**config.mk**
```make
export PLATFORM = sky130hd
export DESIGN_NAME = vga_sync_gen
export DESIGN_NICKNAME = d
export VERILOG_FILES = /design/src/rtl/vga_sync_gen_pkg.sv /design/src/rtl/vga_sync_gen_pixel_tick_gen.sv /design/src/rtl/vga_sync_gen.sv
export SDC_FILE = /design/constraint.sdc
export NUM_CORES = 1
export LEC_CHECK = 0
export BUFFER_PORTS_ARGS = -buffer_cell sky130_fd_sc_hd__buf_2
export CAP_MARGIN = 0
export CORE_MARGIN = 2
export CORE_UTILIZATION = 33
export CTS_CLUSTER_SIZE = 14
export DETAILED_ROUTE_END_ITERATION = 10
export PLACE_DENSITY_LB_ADDON = 0.1
export SLEW_MARGIN = 20
export SYNTH_ARGS = -nofsm -noshare
export SYNTH_HDL_FRONTEND = slang
export SYNTH_HIERARCHICAL = 1
export SYNTH_SLANG_ARGS = --single-unit
```
**constraint.sdc**
```tcl
create_clock -name clk -period 2.2 [get_ports clk]
set_input_delay 0.11 -clock clk [delete_from_list [all_inputs] [get_ports clk]]
set_output_delay 0.11 -clock clk [all_outputs]
set_load 0.005 [all_outputs]
```
**src/rtl/vga_sync_gen_pkg.sv**
```systemverilog
// Shared 640x480@60 timing constants, coordinate widths and sync bundle type for the VGA path.
// Every *_display block imports this package so that it uses the same X_W/Y_W widths.
package vga_sync_gen_pkg;

    localparam int X_W = 11;
    localparam int Y_W = 10;

    localparam int DEF_PIX_DIV  = 4;
    localparam int DEF_H_ACTIVE = 640;
    localparam int DEF_H_FP     = 16;
    localparam int DEF_H_SYNC   = 96;
    localparam int DEF_H_BP     = 48;
    localparam int DEF_V_ACTIVE = 480;
    localparam int DEF_V_FP     = 10;
    localparam int DEF_V_SYNC   = 2;
    localparam int DEF_V_BP     = 33;

    typedef struct packed {
        logic hsync;
        logic vsync;
        logic video_on;
    } sync_t;

    // One extra bit so that lo+len == 2048 still compares correctly.
    function automatic logic in_window(input logic [X_W-1:0] v, input int lo, input int len);
        return ({1'b0, v} >= (X_W+1)'(lo)) && ({1'b0, v} < (X_W+1)'(lo + len));
    endfunction

endpackage

```
**src/rtl/vga_sync_gen_pixel_tick_gen.sv**
```systemverilog
// Pixel clock-enable divider: p_tick is a registered one-clk pulse every PIX_DIV clks.
// With PIX_DIV=1 the counter never leaves 0, so p_tick stays high after the first clk.
module pixel_tick_gen #(
    parameter int PIX_DIV = 4
) (
    input  logic clk,
    input  logic reset_n,
    output logic p_tick
);

    localparam int CNT_W = (PIX_DIV > 1) ? $clog2(PIX_DIV) : 1;
    localparam logic [CNT_W-1:0] CNT_LAST = CNT_W'(PIX_DIV - 1);

    logic [CNT_W-1:0] cnt_reg;
    logic [CNT_W-1:0] cnt_next;
    logic             p_tick_reg;

    always_comb begin
        cnt_next = cnt_reg + CNT_W'(1);
        if (cnt_reg == CNT_LAST) begin
            cnt_next = '0;
        end
    end

    always_ff @(posedge clk or negedge reset_n) begin
        if (!reset_n) begin
            cnt_reg    <= '0;
            p_tick_reg <= 1'b0;
        end else begin
            cnt_reg    <= cnt_next;
            p_tick_reg <= (cnt_reg == CNT_LAST);
        end
    end

    assign p_tick = p_tick_reg;

endmodule

```
**src/rtl/vga_sync_gen.sv**
```systemverilog
// VGA pixel-timing master: pixel counters, sync/visible decode and registered outputs.
// Optional VGA_SYNC_DELAY_EN adds one pixel of delay on hsync/vsync/video_on to match sprite ROM latency.
module vga_sync_gen
    import vga_sync_gen_pkg::*;
#(
    parameter int PIX_DIV  = DEF_PIX_DIV,
    parameter int H_ACTIVE = DEF_H_ACTIVE,
    parameter int H_FP     = DEF_H_FP,
    parameter int H_SYNC   = DEF_H_SYNC,
    parameter int H_BP     = DEF_H_BP,
    parameter int V_ACTIVE = DEF_V_ACTIVE,
    parameter int V_FP     = DEF_V_FP,
    parameter int V_SYNC   = DEF_V_SYNC,
    parameter int V_BP     = DEF_V_BP,
    parameter bit SYNC_POL = 1'b0
) (
    input  logic           clk,
    input  logic           reset_n,
    output logic           p_tick,
    output logic [X_W-1:0] x,
    output logic [Y_W-1:0] y,
    output logic           hsync,
    output logic           vsync,
    output logic           video_on,
    output logic           frame_start
);

    localparam int H_TOTAL = H_ACTIVE + H_FP + H_SYNC + H_BP;
    localparam int V_TOTAL = V_ACTIVE + V_FP + V_SYNC + V_BP;
    localparam logic [X_W-1:0] X_LAST = X_W'(H_TOTAL - 1);
    localparam logic [Y_W-1:0] Y_LAST = Y_W'(V_TOTAL - 1);
    localparam sync_t SYNC_IDLE = '{hsync: !SYNC_POL, vsync: !SYNC_POL, video_on: 1'b0};

    logic           tick;
    logic [X_W-1:0] x_reg;
    logic [X_W-1:0] x_next;
    logic [Y_W-1:0] y_reg;
    logic [Y_W-1:0] y_next;
    logic           wrap_next;
    logic           frame_start_reg;
    sync_t          sync_reg;
    sync_t          sync_next;
    sync_t          sync_out;

    pixel_tick_gen #(
        .PIX_DIV(PIX_DIV)
    ) u_tick (
        .clk    (clk),
        .reset_n(reset_n),
        .p_tick (tick)
    );

    always_comb begin
        x_next    = x_reg;
        y_next    = y_reg;
        wrap_next = 1'b0;
        if (tick) begin
            if (x_reg == X_LAST) begin
                x_next = '0;
                if (y_reg == Y_LAST) begin
                    y_next    = '0;
                    wrap_next = 1'b1;
                end else begin
                    y_next = y_reg + Y_W'(1);
                end
            end else begin
                x_next = x_reg + X_W'(1);
            end
        end
    end

    // Decode from the next coordinate so the sync bundle lands in the same edge as x/y.
    always_comb begin
        sync_next.hsync    = in_window(x_next, H_ACTIVE + H_FP, H_SYNC) ? SYNC_POL : !SYNC_POL;
        sync_next.vsync    = in_window(X_W'(y_next), V_ACTIVE + V_FP, V_SYNC) ? SYNC_POL : !SYNC_POL;
        sync_next.video_on = (x_next < X_W'(H_ACTIVE)) && (y_next < Y_W'(V_ACTIVE));
    end

    always_ff @(posedge clk or negedge reset_n) begin
        if (!reset_n) begin
            x_reg           <= '0;
            y_reg           <= '0;
            frame_start_reg <= 1'b0;
            sync_reg        <= SYNC_IDLE;
        end else begin
            x_reg           <= x_next;
            y_reg           <= y_next;
            frame_start_reg <= wrap_next;
            if (tick) begin
                sync_reg <= sync_next;
            end
        end
    end

`ifdef VGA_SYNC_DELAY_EN
    sync_t sync_dly_reg;

    always_ff @(posedge clk or negedge reset_n) begin
        if (!reset_n) begin
            sync_dly_reg <= SYNC_IDLE;
        end else if (tick) begin
            sync_dly_reg <= sync_reg;
        end
    end

    assign sync_out = sync_dly_reg;
`else
    assign sync_out = sync_reg;
`endif

    assign p_tick      = tick;
    assign x           = x_reg;
    assign y           = y_reg;
    assign hsync       = sync_out.hsync;
    assign vsync       = sync_out.vsync;
    assign video_on    = sync_out.video_on;
    assign frame_start = frame_start_reg;

endmodule

```
==> flow_summary.json <==
{
  "vias": 1427,
  "fin_nets": 223,
  "vdd_drop_max_uv": 209.1,
  "rsz0062_at_grt": "false",
  "postCtsSetupBuffers": 0,
  "antenna_found_initial": 0,
  "holdCritPathClass": "in -> async",
  "cts.path.max_buffers": 2,
  "cts-root-buf": "clkbuf_8",
  "fmax_mhz": 482.5,
  "max-cap-violations": 0,
  "gp_congestion": 0.8684,
  "syn_area_mm2": 0.001627,
  "slew_headroom_pct": 55.59,
  "die_x_um": 74.21,
  "wire_per_inst_um": 13.70,
  "crit_required_ns": 2.39,
  "synth_nets": 179,
  "grt_pass1_wl_mm": 6.251,
  "setup_viol": 0,
  "fin_cells": 282,
  "fillers": 487,
  "p_int_uw": 639.4,
  "ios": 28,
  "power_uw": 811.9,
  "drive_gt1_share_pct": 29.77,
  "detail_route.drc_violations": 0,
  "path_clk_slew_ns": 0.10,
  "synth_cells": 173,
  "p_sw_share_pct": 21.25,
  "tritoncts": "done",
  "power.leakage_nw": 1.002,
  "clock_sinks": 28,
  "finalWorstSetupSlack_ns": 0.1274,
  "clockPowerShare_pct": 35.1,
  "grt_usage_pct": 14.83,
  "grt_pass1_vias": 1318,
  "synth-edff-count": 0,
  "drtAntennaViolNets": 0,
  "insertion_delay_ns": 0.27,
  "rr_startpoint": "x[1]",
  "ys.flop_type": "dfrtp_1",
  "io_buffer_count": 27,
  "yosysSeqAreaShare_pct": 43.23,
  "die_area_mm2": 0.005506,
  "r2r-end": "video_on",
  "cts_htree_levels": 1,
  "die_h_um": 74.21,
  "pre_cts_ws_ns": 0.002216,
  "post-route-period-util_pct": 94.21,
  "first_iter_violations": 124,
  "rows": 25,
  "largest_register_ffs": 11,
  "r2r_cells": 7,
  "dp.cells": 278,
  "clock_skew_ns": 0.003553,
  "worstPathMaxFanout": 8,
  "worst_slew_pin_slew_ns": 0.6662,
  "synth_seq_cells": 28,
  "avgViaCountPerCell": 5.060,
  "syn-mean-instance-area_um2": 9.402,
  "p_seq_share_pct": 63.4,
  "critPathKind": "reg -> reg",
  "core_region_area_mm2": 0.004723,
  "arrival_ns": 2.26,
  "setup_tns_ns": 0,
  "final_util_pct": 42.73,
  "worstSetupStartpointType": "flop",
  "yosys_warnings": 6,
  "yosys.cell_types.count": 48,
  "grt-ovfl-total": 0,
  "p_comb_share_pct": 1.5,
  "drv_slew": 0,
  "drtPass1Iterations": 4,
  "numCtsBuffers": 3,
  "hold_violations": 0,
  "antenna_cells": 0,
  "crit_path_end_kind": "flop",
  "p_switching_uw": 172.5,
  "area_delta_synth_final_pct": 24.08,
  "grt_max_degree": 29,
  "synth-async-reset-ratio_pct": 100.0,
  "status": "finished, final reports clean",
  "start_util_pct": 34.44,
  "period_needed_ns": 2.073,
  "reg2reg_slack_ns": 0.13,
  "power.density_mw_per_mm2": 402.3,
  "dpl.hpwl_mm": 2.917,
  "wl_mm": 3.862
}
-- cells by family (layout without fill, tap and decap cells) --
kind of cell               Yosys count  in the layout  synth area share [%]
AOI/OAI and AO/OA                   32             32                 14.08
xor gates and xnor gates            11             11                 5.923
adders and majority gates            4              4                 3.077
buffers and inverters               16             58                 4.461
DFF                                 28             28                 43.23
muxes                                3              3                 2.000
and+or+nand+nor                     79             79                 27.23
-- placed cells by master (no fill, tap or decap), types with 3 or more instances in the layout --
cell type	count
buf_2	27
dfrtp_1	26
buf_4	21
nand2_1	17
nor2_1	16
nand3_1	7
o21ai_0	7
inv_1	6
nand4_1	6
xor2_1	6
nor3_1	6
xnor2_1	5
a21oi_1	5
and3_1	5
ha_1	4
nor2b_1	3
a31oi_1	3
clkbuf_8	3
-- final cells by class --
cell class / instances / area (µm²) / area share [%]
multi-input combinational: 129 / 864.6 / 42.84
sequential: 28 / 703.2 / 34.84
timing repair buffer: 49 / 302.8 / 15.00
tap: 67 / 83.83 / 4.154
clock buffer: 3 / 41.29 / 2.046
inverter: 6 / 22.52 / 1.116
-- per-layer routing --
metal	GRT usage (%)	routed length, µm
met1	21.88	1935
met5	0	0
met4	4.242	36
met2	22.02	1688
met3	2.981	201
-- critical path: stages (launching register included) --
cell and delay (ns):
dfrtp_1 0.38, ha_1 0.22, and4_2 0.30, and3_4 0.25, and4_1 0.19, nor3_1 0.07
or3_1 0.33, o32ai_2 0.25
-- what timing repair did --
| action | in CTS | in global routing |
|---|---|---|
| resized for setup | 1 | 3 |
| endpoints found under the hold margin | 26 | 0 |
| hold buffers | 1 | 0 |
| setup endpoints to repair | 1 | 1 |
-- cell usage after synthesis (all sizes together) (2+ instances only) --
master  number  area [µm²]
a211o        2       17.52
ha           4       50.05
a41oi        2       17.52
nor2        16       60.06
and2         2       12.51
nor2b        3       18.77
and3         6       37.54
and4         2       18.77
o41ai        2       17.52
inv          6       22.52
xor2         6       52.55
mux2         2       22.52
nand2       17       63.81
dfrtp       26       650.6
buf          9       46.29
nand4        6       37.54
nand3        8       45.04
o21ai        9       45.04
a31oi        3       18.77
nor3         8       50.05
dfstp        2       52.55
xnor2        5       43.79
and4b        2       20.02
nor4         3       25.02
a21oi        5       25.02
nand2b       2       12.51
-- through the flow --
step,instance area (µm²),hold slack [ns]
6_report,2018,0.3946
5_1_grt,2018,0.4486
4_1_cts,2006,0.4285
3_5_place_dp,1953,0.1888
3_3_place_gp,1953,0.1743
2_1_floorplan,1627,-0.1856
-- how the worst max path moves through the flow --
stage / from / end / slack [ns] / cells past startpoint
2_1_floorplan: x[0] / video_on / 0.19 / 8
3_3_place_gp: x[0] / video_on / 0.12 / 7
3_5_place_dp: x[1] / video_on / 0.002 / 8
4_1_cts: x[1] / video_on / 0.07 / 8
5_1_grt: x[0] / hsync / 0.03 / 7
6_report: x[1] / video_on / 0.13 / 7
-- power by group through the flow --
stage | Clock [mW] | Combinational, mW | Sequential (mW)
global placement | 0 | 0.0115 | 0.524
CTS | 0.302 | 0.0135 | 0.515
floorplan | 0 | 0.000000401 | 0.525
finish | 0.285 | 0.0122 | 0.514
detailed placement | 0 | 0.0121 | 0.524
global route | 0.323 | 0.0148 | 0.515
Note: power is estimated with default switching activity, not from simulation.
